--- config.mk ---
export PLATFORM = sky130hd
export DESIGN_NAME = motor_step_rate
export DESIGN_NICKNAME = d
export VERILOG_FILES = /design/src/rtl/motor_pkg.sv /design/src/rtl/step_interval_timer.sv /design/src/rtl/motor_step_rate.sv
export SDC_FILE = /design/constraint.sdc
export NUM_CORES = 1
export LEC_CHECK = 0
export ABC_AREA = 1
export CAP_MARGIN = 30
export CORE_AREA = 2 2 229 231
export CTS_BUF_LIST = sky130_fd_sc_hd__clkbuf_8 sky130_fd_sc_hd__clkbuf_16
export CTS_CLUSTER_DIAMETER = 100
export DETAILED_ROUTE_END_ITERATION = 16
export DIE_AREA = 0 0 231 233
export GPL_TIMING_DRIVEN = 0
export HOLD_SLACK_MARGIN = 0.12
export PLACE_DENSITY = 0.69
export SYNTH_ARGS = -nofsm -noshare
export SYNTH_HDL_FRONTEND = slang
export SYNTH_SLANG_ARGS = --single-unit
--- constraint.sdc ---
create_clock -name clk -period 8.47 [get_ports clk]
set_clock_uncertainty 0.15 [all_clocks]
set_input_delay 2.1175 -clock clk [delete_from_list [all_inputs] [get_ports clk]]
set_output_delay 2.1175 -clock clk [all_outputs]
set_load 0.05 [all_outputs]
--- src/rtl/motor_pkg.sv ---
// motor_pkg: shared definitions for the stepper motion blocks.
// Holds the common data width, the ramp FSM state encoding and small
// unsigned saturating/min/max helpers also used by the position tracker.
package motor_pkg;

  // Width of periods, step counts and internal counters.
  localparam int W = 32;

  localparam logic [W-1:0] ONE = {{(W-1){1'b0}}, 1'b1};

  typedef enum logic [1:0] {
    ST_IDLE   = 2'd0,
    ST_ACCEL  = 2'd1,
    ST_CRUISE = 2'd2,
    ST_DECEL  = 2'd3
  } state_e;

  // a + b, clamped to all-ones instead of wrapping.
  function automatic logic [W-1:0] sat_add(input logic [W-1:0] a, input logic [W-1:0] b);
    logic [W:0] sum;
    sum = {1'b0, a} + {1'b0, b};
    return sum[W] ? '1 : sum[W-1:0];
  endfunction

  // a - b, clamped to zero instead of wrapping.
  function automatic logic [W-1:0] sat_sub(input logic [W-1:0] a, input logic [W-1:0] b);
    return (a > b) ? (a - b) : '0;
  endfunction

  function automatic logic [W-1:0] min_u(input logic [W-1:0] a, input logic [W-1:0] b);
    return (a < b) ? a : b;
  endfunction

  function automatic logic [W-1:0] max_u(input logic [W-1:0] a, input logic [W-1:0] b);
    return (a > b) ? a : b;
  endfunction

endpackage

--- src/rtl/step_interval_timer.sv ---
// step_interval_timer: counts clocks of the current step interval.
// Ports: clk/rst_n (sync, active-low), run enables counting, period is the
// interval length (>= 1 while running), expire is a combinational pulse in the
// cycle where the timer holds period-1, i.e. the last cycle of the interval.
module step_interval_timer
  import motor_pkg::*;
(
  input  logic         clk,
  input  logic         rst_n,
  input  logic         run,
  input  logic [W-1:0] period,
  output logic         expire
);

  logic [W-1:0] timer_q;
  logic [W-1:0] timer_d;

  always_comb begin
    expire  = run && (timer_q == (period - ONE));
    timer_d = timer_q + ONE;
    // Held at zero while idle so the first interval after a start is full length.
    if (!run || expire) begin
      timer_d = '0;
    end
  end

  always_ff @(posedge clk) begin
    if (!rst_n) begin
      timer_q <= '0;
    end else begin
      timer_q <= timer_d;
    end
  end

endmodule

--- src/rtl/motor_step_rate.sv ---
// motor_step_rate: trapezoidal step-rate generator feeding the phase sequencer.
// Ports: clk, PRESERN (sync active-low reset), start/abort pulses, move command
// (move_steps, start_period, min_period, accel_step) sampled with start;
// outputs step_tick (one-cycle enable), cur_period, busy, done (all registered).
module motor_step_rate
  import motor_pkg::*;
(
  input  logic         clk,
  input  logic         PRESERN,
  input  logic         start,
  input  logic         abort,
  input  logic [W-1:0] move_steps,
  input  logic [W-1:0] start_period,
  input  logic [W-1:0] min_period,
  input  logic [W-1:0] accel_step,
  output logic         step_tick,
  output logic [W-1:0] cur_period,
  output logic         busy,
  output logic         done
);

  state_e       state_q, state_d;
  logic [W-1:0] steps_left_q, steps_left_d;
  logic [W-1:0] ramp_cnt_q, ramp_cnt_d;
  logic [W-1:0] period_q, period_d;
  logic [W-1:0] p_start_q, p_start_d;
  logic [W-1:0] p_min_q, p_min_d;
  logic [W-1:0] p_acc_q, p_acc_d;
  logic         step_tick_q, step_tick_d;
  logic         done_q, done_d;
  logic         busy_q, busy_d;

  logic         running;
  logic         expire;
  logic         last_tick;
  logic [W-1:0] start_p;
  logic [W-1:0] min_p;
  logic [W-1:0] steps_eff;
  logic [W-1:0] steps_post;
  logic [W-1:0] acc_period;
  logic [W-1:0] dec_period;

  assign running = (state_q != ST_IDLE);

  step_interval_timer u_timer (
    .clk    (clk),
    .rst_n  (PRESERN),
    .run    (running),
    .period (period_q),
    .expire (expire)
  );

  // Command sanitising and per-tick arithmetic, kept apart from the FSM.
  always_comb begin
    start_p = (start_period == '0) ? ONE : start_period;
    min_p   = (min_period == '0) ? ONE : min_period;
    min_p   = min_u(min_p, start_p);

    // An abort trims the remaining steps to what the ramp-down needs; the
    // interval already being timed is left untouched.
    steps_eff = abort ? min_u(steps_left_q, sat_add(ramp_cnt_q, ONE)) : steps_left_q;
    // steps_left never sits at zero while running, so this cannot wrap.
    steps_post = steps_eff - ONE;

    acc_period = max_u(sat_sub(period_q, p_acc_q), p_min_q);
    dec_period = min_u(sat_add(period_q, p_acc_q), p_start_q);
  end

  always_comb begin
    state_d      = state_q;
    steps_left_d = steps_left_q;
    ramp_cnt_d   = ramp_cnt_q;
    period_d     = period_q;
    p_start_d    = p_start_q;
    p_min_d      = p_min_q;
    p_acc_d      = p_acc_q;
    step_tick_d  = 1'b0;
    done_d       = 1'b0;
    last_tick    = 1'b0;

    if (state_q == ST_IDLE) begin
      period_d = '0;
      if (start) begin
        if (move_steps == '0) begin
          // Empty move: acknowledge without ever going busy.
          done_d = 1'b1;
        end else begin
          p_start_d    = start_p;
          p_min_d      = min_p;
          p_acc_d      = accel_step;
          period_d     = start_p;
          ramp_cnt_d   = '0;
          steps_left_d = move_steps;
          state_d      = ((start_p > min_p) && (accel_step != '0)) ? ST_ACCEL : ST_CRUISE;
        end
      end
    end else begin
      steps_left_d = steps_eff;
      if (expire) begin
        step_tick_d  = 1'b1;
        steps_left_d = steps_post;
        if (steps_post == '0) begin
          last_tick  = 1'b1;
          done_d     = 1'b1;
          state_d    = ST_IDLE;
          period_d   = '0;
          ramp_cnt_d = '0;
        end else if ((state_q == ST_DECEL) || (steps_post <= ramp_cnt_q)) begin
          // Remaining steps only cover the ramp back down: unwind it.
          period_d   = dec_period;
          ramp_cnt_d = (ramp_cnt_q == '0) ? '0 : (ramp_cnt_q - ONE);
          state_d    = ST_DECEL;
        end else if ((state_q == ST_ACCEL) && (steps_post > ramp_cnt_q) &&
                     ((steps_post - ramp_cnt_q) > ONE)) begin
          // Room for one more accel step plus its matching decel step.
          period_d   = acc_period;
          ramp_cnt_d = ramp_cnt_q + ONE;
          state_d    = (acc_period == p_min_q) ? ST_CRUISE : ST_ACCEL;
        end else begin
          state_d = ST_CRUISE;
        end
      end
    end

    // busy covers the cycle of the final tick so it drops right after done.
    busy_d = (state_d != ST_IDLE) || last_tick;
  end

  always_ff @(posedge clk) begin
    if (!PRESERN) begin
      state_q      <= ST_IDLE;
      steps_left_q <= '0;
      ramp_cnt_q   <= '0;
      period_q     <= '0;
      p_start_q    <= '0;
      p_min_q      <= '0;
      p_acc_q      <= '0;
      step_tick_q  <= 1'b0;
      done_q       <= 1'b0;
      busy_q       <= 1'b0;
    end else begin
      state_q      <= state_d;
      steps_left_q <= steps_left_d;
      ramp_cnt_q   <= ramp_cnt_d;
      period_q     <= period_d;
      p_start_q    <= p_start_d;
      p_min_q      <= p_min_d;
      p_acc_q      <= p_acc_d;
      step_tick_q  <= step_tick_d;
      done_q       <= done_d;
      busy_q       <= busy_d;
    end
  end

  assign step_tick  = step_tick_q;
  assign cur_period = period_q;
  assign busy       = busy_q;
  assign done       = done_q;

endmodule

==> results.cfg <==
[outcome]
status = completed

[timing]
slew_headroom_pct = 28.8
fin_ws_ns = 0.263
fin_crit_ns = 8.21
max_freq_mhz = 122
hold_viol = 0
period_share_pct = 96.9
finalSetupViolCount = 0
drv_slew = 0
max_slew.worst_pin.slew_ns = 1.06

[die]
die_w_um = 231
ios = 167
dieHeight_um = 233
rows = 83
die_area_mm2 = 0.0538
initial_core_util_pct = 49.8
core-area_mm2 = 0.0511

[setup_path]
slowest_stage = dfxtp_1
worst-path-max-fanout = 10
arrival_ns = 8.54
end_kind = register
critPathKind = reg -> reg
cpMostUsedCell = nand2_1
start_kind = register
crit_required_ns = 8.81
slowest_delay_ns = 0.43

[clock_network]
clock-root-buffer = clkbuf_16
htree_num_levels = 1
cts.sinks = 229
cts_max_path_buffers = 3
numCtsBuffers = 30
clkLatencyLatePin_ns = 0.61
postCtsHoldBufs = 0
cts_tree = yes
path_clk_slew_ns = 0.06

[grt]
grt_pass1_wl_um = 149000
grt_max_degree = 16
grt.total_usage_pct = 35.5
antenna_found_initial = 2
first_global_vias = 26784
overflow = 0

[placement]
place_hpwl_um = 80400
routabilityCongestion = 1.04
postPlaceCellArea_mm2 = 0.0280
place_inst = 5128
portBuffers = 165
dp_slack_ns = -1.84

[finish]
final-seq-area_mm2 = 0.00459
area.growth.synth_to_final_pct = 18.9
final_layout_size_suffix_gt1_share_pct = 7.24
final_cell_count_no_fill = 5228
n_fill_cell = 5347
final_area_mm2 = 0.0303
final_util_pct = 59.2
nets = 4918
multi_input_area_mm2 = 0.0186

[route]
wl_um = 98900
drt_pre_antenna_iters = 8
wl_per_cell_um = 18.9
dr_total_vias = 29240
drcViolationCount = 0
vias_per_cell = 5.59
ant_nets = 0
drtIter0Drc = 2305

[worst_hold_path]
min_path_type = reg -> reg

[logic_synthesis]
yosysWarnings = 0
synth_ff_type = dfxtp_1
synthArstFlopShare_pct = 0
synth_area_mm2 = 0.0255
synth_seq_area_share_pct = 18.0
ys_ff_latch = 229
synth_cells = 4283
synth_edf_count = 0
yosysUniqueCellTypes = 57
syn_nets = 4676
avgSynthCellArea_um2 = 5.94

[flow_run]
max-cap-violations = 0
[synth_stat cells, types with 7 or more instances]
cell type	n	area (µm²)
nand2_1	1082	4060
inv_1	552	2070
nor2_1	434	1630
a21oi_1	356	1780
o21ai_0	299	1500
ha_1	258	3230
dfxtp_1	229	4580
nand3_1	210	1050
clkbuf_1	190	713
xor2_1	127	1110
nand4_1	77	482
nor3_1	69	345
nor4_1	50	313
a31oi_1	49	307
o211ai_1	43	323
xnor2_1	22	193
buf_2	20	100
or2_2	20	125
nand3b_1	15	113
o21a_1	14	105
nor3b_1	12	90.1
buf_6	9	101
nor2_2	9	56.3
o21bai_1	9	67.6
o221ai_1	9	78.8
a211oi_1	8	60.1
nand2_2	8	50.1
o22ai_1	8	50.1
buf_4	7	52.6
[timing repair]
item	CTS	global route
cloned	0	3
setup endpoints to repair	66	66
setup buffers	9	33
pin swaps	7	40
gates resized for setup	76	153
[critical path: cells and delay by family, from the launching register on]
family	cells	cell delay [ns]
AOI/OAI and AO/OA	8	1.60
and+or+nand+nor	30	3.74
xor gates and xnor gates	1	0.42
buffers and inverters	8	1.06
adders and majority gates	2	0.68
DFF	1	0.43
[registers in the layout, summed over array words and instances, names as in the netlist, 2 cells and up]
| register | flops |
|---|---|
| state_q | 2 |
| p_min_q | 32 |
| p_acc_q | 32 |
| p_start_q | 32 |
| steps_left_q | 32 |
| u_timer.timer_q | 32 |
| cur_period | 32 |
| ramp_cnt_q | 32 |
[cells by family after synthesis]
kind of cell               share of synthesized area, %
adders and majority gates                          12.9
DFF                                                18.0
buffers and inverters                              12.1
and+or+nand+nor                                    33.6
AOI/OAI and AO/OA                                  18.2
xor gates and xnor gates                           5.13
[final timing paths]
| check | from | end | slack, ns | depth (start not counted) |
|---|---|---|---|---|
| setup / recovery | ramp_cnt_q[1] | cur_period[5] | 0.26 | 49 |
| hold / removal | p_start_q[25] | p_start_q[25] | 0.31 | 2 |
| setup reg to reg | ramp_cnt_q[1] | cur_period[5] | 0.26 | 49 |
| hold reg to reg | p_start_q[25] | p_start_q[25] | 0.31 | 2 |
[routing by layer]
layer / global-route usage (%) / vias to the layer above / share of wire [%]
met2: 60.5 / 1110 / 46
met1: 41.6 / 13331 / 40
met4: 25.1 / 0 / 7.9
li1: - / 14518 / -
met5: 0 / - / 0
met3: 3.96 / 281 / 6.2
[metrics by stage]
stage,hold slack [ns],setup TNS [ns]
6_report,0.313,0
5_1_grt,0.332,-5.04
4_1_cts,0.312,0
3_5_place_dp,0.303,-106.29
3_3_place_gp,0.300,-102.68
2_1_floorplan,0.291,0
[final cells by class]
cell class | count | share of cell area (%)
Sequential cell | 229 | 15.2
Buffer | 232 | 3.52
Tap cell | 680 | 2.81
Clock inverter | 23 | 0.620
Inverter | 558 | 6.94
Multi-Input combinational cell | 3264 | 61.5
Timing Repair Buffer | 210 | 6.87
Clock buffer | 31 | 2.53
Antenna cell | 1 | 0.00827
[layout by cell type (no fill, tap or decap), drive strengths merged, types with 3 or more instances in the layout]
| cell | n |
|---|---|
| a31oi | 49 |
| nand3b | 15 |
| or4 | 3 |
| a21o | 6 |
| a21oi | 357 |
| nand2 | 1094 |
| nor3 | 69 |
| inv | 560 |
| a221oi | 4 |
| clkinv | 11 |
| o21bai | 9 |
| clkdlybuf4s50 | 165 |
| nor4 | 50 |
| a211oi | 8 |
| nor2 | 449 |
| dfxtp | 229 |
| o211ai | 43 |
| xnor2 | 22 |
| o21a | 14 |
| nand4 | 77 |
| clkinvlp | 8 |
| a21boi | 5 |
| a2111oi | 4 |
| o221ai | 9 |
| and2 | 4 |
| fa | 3 |
| clkbuf | 229 |
| o2111ai | 6 |
| nor3b | 12 |
| buf | 79 |
| ha | 258 |
| and3 | 3 |
| nand3 | 214 |
| xor2 | 127 |
| o31ai | 6 |
| a22oi | 4 |
| or2 | 20 |
| o22ai | 8 |
| o21ai | 303 |
Power is not shown: default switching activity piles up to over one toggle a cycle in this logic, so the estimate is an artifact.
